==> src/rtl/pi_frame_rx.sv <==
// GPIO byte framer for Pi image frames.
// Sequences pixel writes, checks trailing sum, aborts on stall or resync.
module pi_frame_rx #(
  parameter int HEIGHT  = 20,
  parameter int WIDTH   = 30,
  parameter int DEPTH   = 3,
  parameter int ADDR_W  = 11,
  parameter int TIMEOUT = 4096
) (
  input  logic              pi_clk,
  input  logic              rst_n,
  input  logic [7:0]        gpio_pin,
  input  logic              pi_valid,
  input  logic              pi_sof,
  output logic              wr_en,
  output logic [ADDR_W-1:0] wr_addr,
  output logic [7:0]        wr_data,
  output logic              busy,
  output logic              frame_done,
  output logic              frame_err,
  output logic [7:0]        frame_count
);

  localparam int N  = HEIGHT * WIDTH * DEPTH;
  localparam int TW = $clog2(TIMEOUT + 1);
  localparam int IW = ADDR_W + 1;

  typedef enum logic [1:0] {
    IDLE,
    RECV,
    CHK
  } state_t;

  state_t            state_q, state_d;
  logic [IW-1:0]     idx_q, idx_d;
  logic [7:0]        sum_q, sum_d;
  logic [TW-1:0]     tmo_q, tmo_d;
  logic              wr_en_d;
  logic [ADDR_W-1:0] wr_addr_d;
  logic [7:0]        wr_data_d;
  logic              done_d;
  logic              err_d;
  logic [7:0]        cnt_d;
  logic              sof_hit;
  logic              byte_hit;
  logic              in_frame;

  assign sof_hit  = pi_valid & pi_sof;
  assign byte_hit = pi_valid & ~pi_sof;
  assign in_frame = (state_q != IDLE);

  always_comb begin
    state_d   = state_q;
    idx_d     = idx_q;
    sum_d     = sum_q;
    tmo_d     = '0;
    wr_en_d   = 1'b0;
    wr_addr_d = wr_addr;
    wr_data_d = wr_data;
    done_d    = 1'b0;
    err_d     = 1'b0;
    cnt_d     = frame_count;
    unique case (1'b1)
      sof_hit: begin
        // a SOF mid-frame drops the old frame and restarts here
        err_d     = in_frame;
        wr_en_d   = 1'b1;
        wr_addr_d = '0;
        wr_data_d = gpio_pin;
        sum_d     = gpio_pin;
        idx_d     = IW'(1);
        state_d   = (N == 1) ? CHK : RECV;
      end
      byte_hit && state_q == RECV: begin
        wr_en_d   = 1'b1;
        wr_addr_d = idx_q[ADDR_W-1:0];
        wr_data_d = gpio_pin;
        sum_d     = sum_q + gpio_pin;
        idx_d     = idx_q + IW'(1);
        if (idx_q == IW'(N - 1))
          state_d = CHK;
      end
      byte_hit && state_q == CHK: begin
        if (gpio_pin == sum_q) begin
          done_d = 1'b1;
          cnt_d  = frame_count + 8'd1;
        end else begin
          err_d  = 1'b1;
        end
        state_d = IDLE;
      end
      !pi_valid && in_frame: begin
        if (tmo_q == TW'(TIMEOUT - 1)) begin
          err_d   = 1'b1;
          state_d = IDLE;
        end else begin
          tmo_d   = tmo_q + TW'(1);
        end
      end
      default: ;
    endcase
  end

  always_ff @(posedge pi_clk or negedge rst_n) begin
    if (!rst_n) begin
      state_q     <= IDLE;
      idx_q       <= '0;
      sum_q       <= '0;
      tmo_q       <= '0;
      wr_en       <= 1'b0;
      wr_addr     <= '0;
      wr_data     <= '0;
      busy        <= 1'b0;
      frame_done  <= 1'b0;
      frame_err   <= 1'b0;
      frame_count <= '0;
    end else begin
      state_q     <= state_d;
      idx_q       <= idx_d;
      sum_q       <= sum_d;
      tmo_q       <= tmo_d;
      wr_en       <= wr_en_d;
      wr_addr     <= wr_addr_d;
      wr_data     <= wr_data_d;
      busy        <= (state_d != IDLE);
      frame_done  <= done_d;
      frame_err   <= err_d;
      frame_count <= cnt_d;
    end
  end

endmodule

==> config.mk <==
export PLATFORM = sky130hd
export DESIGN_NAME = pi_frame_rx
export DESIGN_NICKNAME = d
export VERILOG_FILES = /design/src/rtl/pi_frame_rx.sv
export SDC_FILE = /design/constraint.sdc
export NUM_CORES = 1
export LEC_CHECK = 0
export BUFFER_PORTS_ARGS = -buffer_cell sky130_fd_sc_hd__buf_2
export CAP_MARGIN = 20
export CORE_MARGIN = 5
export CORE_UTILIZATION = 57
export CTS_BUF_LIST = sky130_fd_sc_hd__clkbuf_8 sky130_fd_sc_hd__clkbuf_16
export DETAILED_ROUTE_END_ITERATION = 10
export PLACE_DENSITY = 0.83
export SYNTH_ARGS = -nofsm -noshare
export SYNTH_HDL_FRONTEND = slang
export SYNTH_SLANG_ARGS = --single-unit
==> constraint.sdc <==
create_clock -name pi_clk -period 2.9 [get_ports pi_clk]
set_input_delay 0.58 -clock pi_clk [delete_from_list [all_inputs] [get_ports pi_clk]]
set_output_delay 0.58 -clock pi_clk [all_outputs]
set_load 0.01 [all_outputs]
[Word-level counts from Yosys, hierarchy flattened]
Cells that the tools add are included.
Storage, ports and cells
  register bits after elaboration: 66
  input port bits: 12
  output and inout port bits: 31
  word-level logic and storage cells: 46
Cells by class
  multiplexer cells: 14
  bitwise logic cells: 3
  eq/ne operators: 5
  $add $sub $neg: 4
  reductions and logical operators: 9
Operators with widths (number)
  $mux W13: 2
  $pmux W12 S2: 1
  $pmux W11 S2: 1
  $pmux W8 S2: 1
  $add A13 B1 Y13 const B: 1
  $eq A13 B12 Y1 const B: 1
  $add A12 B1 Y12 const B: 1
  $eq A12 B11 Y1 const B: 1
  $add A8 B1 Y8 const B: 1
  $add A8 B8 Y8: 1
  $eq A8 B8 Y1: 1
  $pmux W2 S4: 1
  $reduce_bool A2 Y1: 3
  $mux W1: 5
  $mux W2: 2
  $logic_and A1 B1 Y1: 3
  $pmux W1 S3: 1
  $and A1 B1 Y1: 2
  $eq A2 B1 Y1 const B: 1
  $eq A2 B2 Y1 const B: 1
  $reduce_and A2 Y1: 1
  $reduce_or A2 Y1: 1
  $logic_not A1 Y1: 1
  $not A1 Y1: 1

[Longest topological paths before layout]
Gate-level depths: netlist of the first run.
  depth in word-level cells: 5
  depth in mapped cells: 9
  gate-level depth less buffers: 9

[Least setup slack after synthesis of the first run]
OpenSTA, ideal clock, no wires.
  path type: input -> register
  from: in gpio_pin[2]
  to: reg frame_count[4]
  path buffers: 0
  arrival time: 2116 ps
  stages on the path: 6
  setup slack: 658 ps
  required time: 2774 ps
  setup time: 126 ps
  cell sequence: ha_1 > or4_4 > nor3_4 > and2_4 > nand3_1 > xnor2_1
On the way
  longest elaborated chain between the ends: 2
Ends and longest elaborated chain
  from (decl): line 12  | input logic [7:0] gpio_pin,
  $eq A8 B8 Y1: line 84  | if (gpio_pin == sum_q) begin
  $reduce_and A2 Y1 (no line)
  to (signal assigned): line 128  | frame_count <= cnt_d;
  to (decl): line 21  | output logic [7:0] frame_count
Every way passes these cells.
A chain may end at the register's enable or synchronous reset.

[Worst setup path in the final report of the first run]
  from: reg sum_q[2]
  to: reg frame_count[6]
On the way
  longest elaborated chain between the ends: 2
Ends and longest elaborated chain
  from (decl): line 36  | logic [7:0] sum_q, sum_d;
  from (signal assigned): line 120  | sum_q <= sum_d;
  $eq A8 B8 Y1: line 84
  $reduce_and A2 Y1 (no line)
Every way passes these cells.

==> results of run 1 <==
[critical path, stage by stage (launching register included)]
cell and delay, ns:
dfrtp_1 0.40, ha_1 0.33, or4_4 0.60, nor3_4 0.26, and2_4 0.19, nand3_1 0.09
xnor2_1 0.15
[sequential cells by signal, summed over array words and instances, names as in the netlist, 2 cells and up]
register / cells
frame_count: 8
wr_data: 8
idx_q: 12
state_q: 2
wr_addr: 11
sum_q: 8
tmo_q: 13
[path summary, 6_finish.rpt]
check,cells past startpoint,slack (ns),to,startpoint
max,6,0.76,frame_count[6],sum_q[2]
min,1,0.29,tmo_q[5],rst_n
max reg2reg,6,0.76,frame_count[6],sum_q[2]
min reg2reg,1,0.47,frame_count[7],frame_count[7]
max in group asynchronous,2,1.98,idx_q[3],rst_n
min in group pi_clk,3,0.47,wr_data[0],gpio_pin[0]
[where the power goes]
part	internal (mW)	switching [mW]	total [mW]
Clock	0.414	0.354	0.768
Sequential	0.986	0.0550	1.04
Combinational	0.162	0.232	0.394
Total	1.56	0.641	2.20
[routing by layer]
metal	vias up	share of wire (%)	wire, um
li1	1213	-	-
met1	1247	45	3010
met2	68	48	3150
met3	12	5.3	351
met4	0	1.6	109
met5	-	0	0
[cells in the mapped netlist (all sizes together) (3+ instances only)]
cell type and count:
and2 3, or4 3, buf 4, clkbuf 6, nor2b 4, mux2i 3, nand4 6, a22oi 5
ha 10, and3 3, nand2b 3, dfrtp 66, xor2 10, inv 8, xnor2 10, a22o 4
nor2 27, nand3 27, nor3 5, o21ai 17, nand2 60, a21oi 6
[layout by cell type (no fill, tap or decap), types with 4 or more instances in the layout]
cell type  synthesis  routed
a21oi_1            6       6
a22o_1             4       4
a22oi_1            5       5
buf_2              4      42
clkbuf_8           0      10
dfrtp_1           66      66
ha_1              10      10
inv_1              7       8
nand2_1           60      60
nand3_1           27      27
nand4_1            5       5
nor2_1            24      24
nor2b_1            4       4
o21ai_1           14      14
xnor2_1           10      10
xor2_1            10      10
[cells by family after synthesis]
logic type,synth area share [%]
compound gates,10.8
xor+xnor,5.52
fa+ha+maj,4.57
buf+inv,2.29
flops,52.0
mux,1.30
simple gates,23.5
[cell type report]
class | instances | share of cell area, %
clock inverter | 6 | 1.57
timing repair buffer | 46 | 6.88
tap | 72 | 2.45
sequential | 66 | 45.0
inverter | 8 | 0.818
clock buffer | 10 | 3.75
multi-input combinational | 236 | 39.5
[stage by stage]
stage               utilization [%]  cell area (um2)  cells  hold slack [ns]  setup slack [ns]
floorplan                         -             3180    320            0.284             0.658
global placement               63.5             3480    428            0.453             0.479
detailed placement             63.5             3480    428            0.453             0.422
CTS                            67.1             3670    444            0.306             0.753
global route                   67.1             3670    444            0.352             0.666
finish                         67.1             3670    444            0.287             0.764
==> summary.md, run 1 <==
| Metric | Value |
|---|---|
| Global-route wire length before repair | 11.8 mm |
| CORE AREA | 5470 um2 |
| Yosys reg bits | 66 |
| M2 GR Usage | 31.5% |
| Post-route ant nets | 0 |
| WP data required | 3.12 ns |
| Fill count | 441 |
| DR vias/cell | 5.72 |
| Fraction of layout cells with a size suffix above 1 | 19.4% |
| Hold buffers post-CTS | 0 |
| Post-route DRC | 0 |
| Initial antenna violation count | 0 |
| Most used DFF post-synth | dfrtp_1 |
| Setup Viol. Count Final | 0 |
| Critical path peak fanout | 5 |
| VDD IR max | 461 uV |
| Nature of the critical path endpoint | register |
| CP arrival | 2.36 ns |
| EDFF count, synth | 0 |
| H-tree Lvls | 3 |
| Multi-input logic area | 1450 um2 |
| Row count | 27 |
| Clk sink count | 66 |
| Clock slew at reported path FFs | 0.07 ns |
| Die span in y | 84.6 um |
| WL per Instance | 14.9 um |
| Ant diodes | 0 |
| Dominant cells by area after synthesis | dfrtp_1 52%, nand2_1 7.1%, nand3_1 4.3% |
| Distinct cells, synth | 52 |
| Leak | 1.86 nW |
| Clk_skew | 0.00604 ns |
| YS warnings | 0 |
| Post-synth top area share | 52.0% |
| WL final | 6.62 mm |
| RePlAce Congestion | 0.819 |
| Detailed Place HPWL | 4.65 mm |
| Status | finished, final reports clean |
| HP Class | in -> async |
| GR peak layer | met2 |
| Initial Utilization | 58.0% |
| Upper clock frequency limit | 468 MHz |
| CP Class | reg -> reg |
| Slew Limit Fails | 0 |
| Max_cap viols | 0 |
| Port bufs | 42 |
| Synthesis-to-finish area growth | 15.6% |
| Fin crit share | 73.7% |
| Startpoint types | register |
| CTS max path bufs | 2 |
| Total Die Area | 7160 um2 |
| # resized after CTS | 0 |
| Final Total Pwr | 2.20 mW |
| Clock Latency Late Sink | 0.34 ns |
| Met3 Usage GRT | 5.50% |
| Grt met1 use | 27.2% |
| Power density over the cells | 600 nW/um2 |
| CTS tree | done |
| Nets | 390 |
| Yosys top cell by area | dfrtp_1 |
| Worst-margin pin slew | 0.724 ns |
| Sum Neg Setup Slack | 0 ns |
| RSZ-0062 raised after global routing | no |
| Tot GR Track Use | 20.4% |
| Register area | 1650 um2 |
| DR vias | 2,540 |
| Mapped Cells | 320 |
| I/O Pins | 43 |
| Post-synthesis sequential area ratio | 52.0% |
| Syn Nets | 343 |
| DR pass1 iterations | 4 |
| Avg Cell Area, Syn | 9.92 um2 |
| Slew HR | 51.7% |
| 1st-iter DRT viols | 207 |
| Width of the die | 84.6 um |
| Async SR Flop Fraction | 100% |
| Maximum number of pins on one net before global-route repair | 35 |
| Min Clock Period, post-route | 2.14 ns |
| Synthesized area | 3180 um2 |
| # Post-CTS Setup Buffers | 0 |
| TritonCTS Buffers | 9 |
| Fin. Hold Viols | 0 |
| Vias in the first global route | 2,549 |
| Gr ovfl total | 0 |
| CTS root buffer | clkbuf_8 |
Power figures use the tool's default switching activity.
==> run 2: changes to the inputs <==
- CORE_UTILIZATION: 57 -> 52
- PLACE_DENSITY: 0.83 -> 0.8
- clock period: 2.9 -> 1.83 ns (I/O delays scaled with it)
==> summary.md, run 2 (synthesis gave the netlist of run 1 again) <==
| Metric | Value |
|---|---|
| WP data required | 2.07 ns |
| Global-route wire length before repair | 11.6 mm |
| Multi-input logic area | 1560 um2 |
| Post-route ant nets | 0 |
| Maximum number of pins on one net before global-route repair | 67 |
| Initial antenna violation count | 0 |
| Ant diodes | 0 |
| Tot GR Track Use | 19.3% |
| Hold buffers post-CTS | 0 |
| Setup Viol. Count Final | 9 |
| Slew HR | 67.2% |
| Design area | 4060 um2 |
| TritonCTS Buffers | 9 |
| 1st-iter DRT viols | 160 |
| Critical path peak fanout | 3 |
| Largest reg by FF count | tmo_q |
| Clk_skew | 0.00676 ns |
| H-tree Lvls | 3 |
| DR pass1 iterations | 4 |
| Gr ovfl total | 0 |
| Vias in the first global route | 2,519 |
| Fin. Hold Viols | 0 |
| Most frequent cells in the layout | 66 x dfrtp_1, 60 x nand2_1, 42 x buf_2 |
| I/O Pins | 43 |
| Failing checks | negative setup slack |
| Register area | 1650 um2 |
| Total Die Area | 7770 um2 |
| VDD IR max | 711 uV |
| CP peak stage delay | 0.55 ns |
| Nature of the critical path endpoint | register |
| Max_cap viols | 0 |
| Port bufs | 42 |
| DP Area | 3760 um2 |
| Logic pwr share | 23.2% |
| Max reg flops | 13 |
| Crit-path slowest cell | or4_4 |
| Startpoint types | register |
| Die span in y | 88.1 um |
| Fin crit share | 111% |
| CORE AREA | 5920 um2 |
| Min Clock Period, post-route | 2.03 ns |
| Pre-CTS setup slack | -0.311 ns |
| RePlAce Congestion | 0.867 |
| Power density over the cells | 926 nW/um2 |
| Detailed Place HPWL | 4.78 mm |
| Upper clock frequency limit | 494 MHz |
| Clock Latency Late Sink | 0.35 ns |
| WL final | 6.95 mm |
| Fraction of layout cells with a size suffix above 1 | 29.0% |
| Slew Limit Fails | 0 |
| Commonest non-fill, non-tap cell in the layout | dfrtp_1 |
| CTS max path bufs | 2 |
| Final Hold Slack | 0.0152 ns |
| CTS root buffer | clkbuf_8 |
| CP arrival | 2.26 ns |
| Clock slew at reported path FFs | 0.08 ns |
| Synthesis-to-finish area growth | 27.9% |
| Worst-margin pin slew | 0.491 ns |
| CTS tree | done |
| WL per Instance | 14.5 um |
| Final Total Pwr | 3.76 mW |
| Reg power frac | 44.0% |
| Net Sw Frac | 29.7% |
| RSZ-0062 raised after global routing | yes |
| Internal power | 2.65 mW |
| Row count | 28 |
| Leak | 2.03 nW |
| Fill count | 438 |
| Initial Utilization | 53.6% |
| Clk network pwr share | 32.8% |
| Switching Power | 1.12 mW |
| CP Class | reg -> reg |
| Biggest regs | tmo_q: 13 flops, idx_q: 12 flops, wr_addr: 11 flops |
| Clk sink count | 66 |
| Final worst slack | -0.196 ns |
| HP Class | in -> async |
| Status | finished with violations |
| Cell Chain, Critical Path | ha_4 -> or4_4 -> nor3_4 -> and2_4 -> nand3_2 -> xnor2_2 |
| Width of the die | 88.1 um |
| Nets | 422 |
| DR vias/cell | 5.38 |
| DR vias | 2,578 |
| Post-route DRC | 0 |
| Sum Neg Setup Slack | -1.05 ns |
## run 2: cell type report
type	instances	area share (%)
clock buffer	9	3.05
multi-input combinational	236	38.5
clock inverter	7	1.91
sequential	66	40.7
tap	75	2.31
inverter	8	0.739
timing repair buffer	78	12.8
## run 2: per-stage QoR
stage / cells / utilization [%]
2_1_floorplan: 320 / -
3_3_place_gp: 456 / 63.6
3_5_place_dp: 456 / 63.6
4_1_cts: 477 / 68.0
5_1_grt: 479 / 68.6
6_report: 479 / 68.6
## run 2: worst paths after layout
kind                       slack [ns]  cells after the start             end   startpoint
max in group asynchronous        1.52                      2  frame_count[1]        rst_n
max reg2reg                     -0.20                      6  frame_count[4]     sum_q[3]
min                              0.02                      2      wr_addr[2]        rst_n
max                             -0.20                      6  frame_count[4]     sum_q[3]
min reg2reg                      0.47                      2      wr_data[4]   wr_data[4]
min in group pi_clk              0.29                      3      wr_data[5]  gpio_pin[5]
## run 2: timing repair
| action | CTS | global route |
|---|---|---|
| pin swaps | 7 | 0 |
| setup buffers | 5 | 2 |
| endpoints found under the setup margin | 10 | 10 |
| resized for setup | 3 | 5 |
## run 2: critical path, delay by kind of cell, from the launching register on
family                     cells  cell delay [ns]
and+or+nand+nor                4             1.11
DFF                            1             0.41
adders and majority gates      1             0.23
xor gates and xnor gates       1             0.16
## run 2: per-layer routing
metal	GRT usage (%)	wire length, um
met1	24.8	3060
met2	31.8	3460
met3	5.74	359
met4	5.49	65
met5	0	0
## run 2: power groups by stage
stage / combinational (mW) / clock (mW) / sequential [mW]
global route: 0.967 / 1.33 / 1.67
detailed placement: 0.778 / 0 / 1.68
CTS: 0.838 / 1.26 / 1.65
floorplan: 0.446 / 0 / 1.69
global placement: 0.754 / 0 / 1.68
finish: 0.873 / 1.24 / 1.66
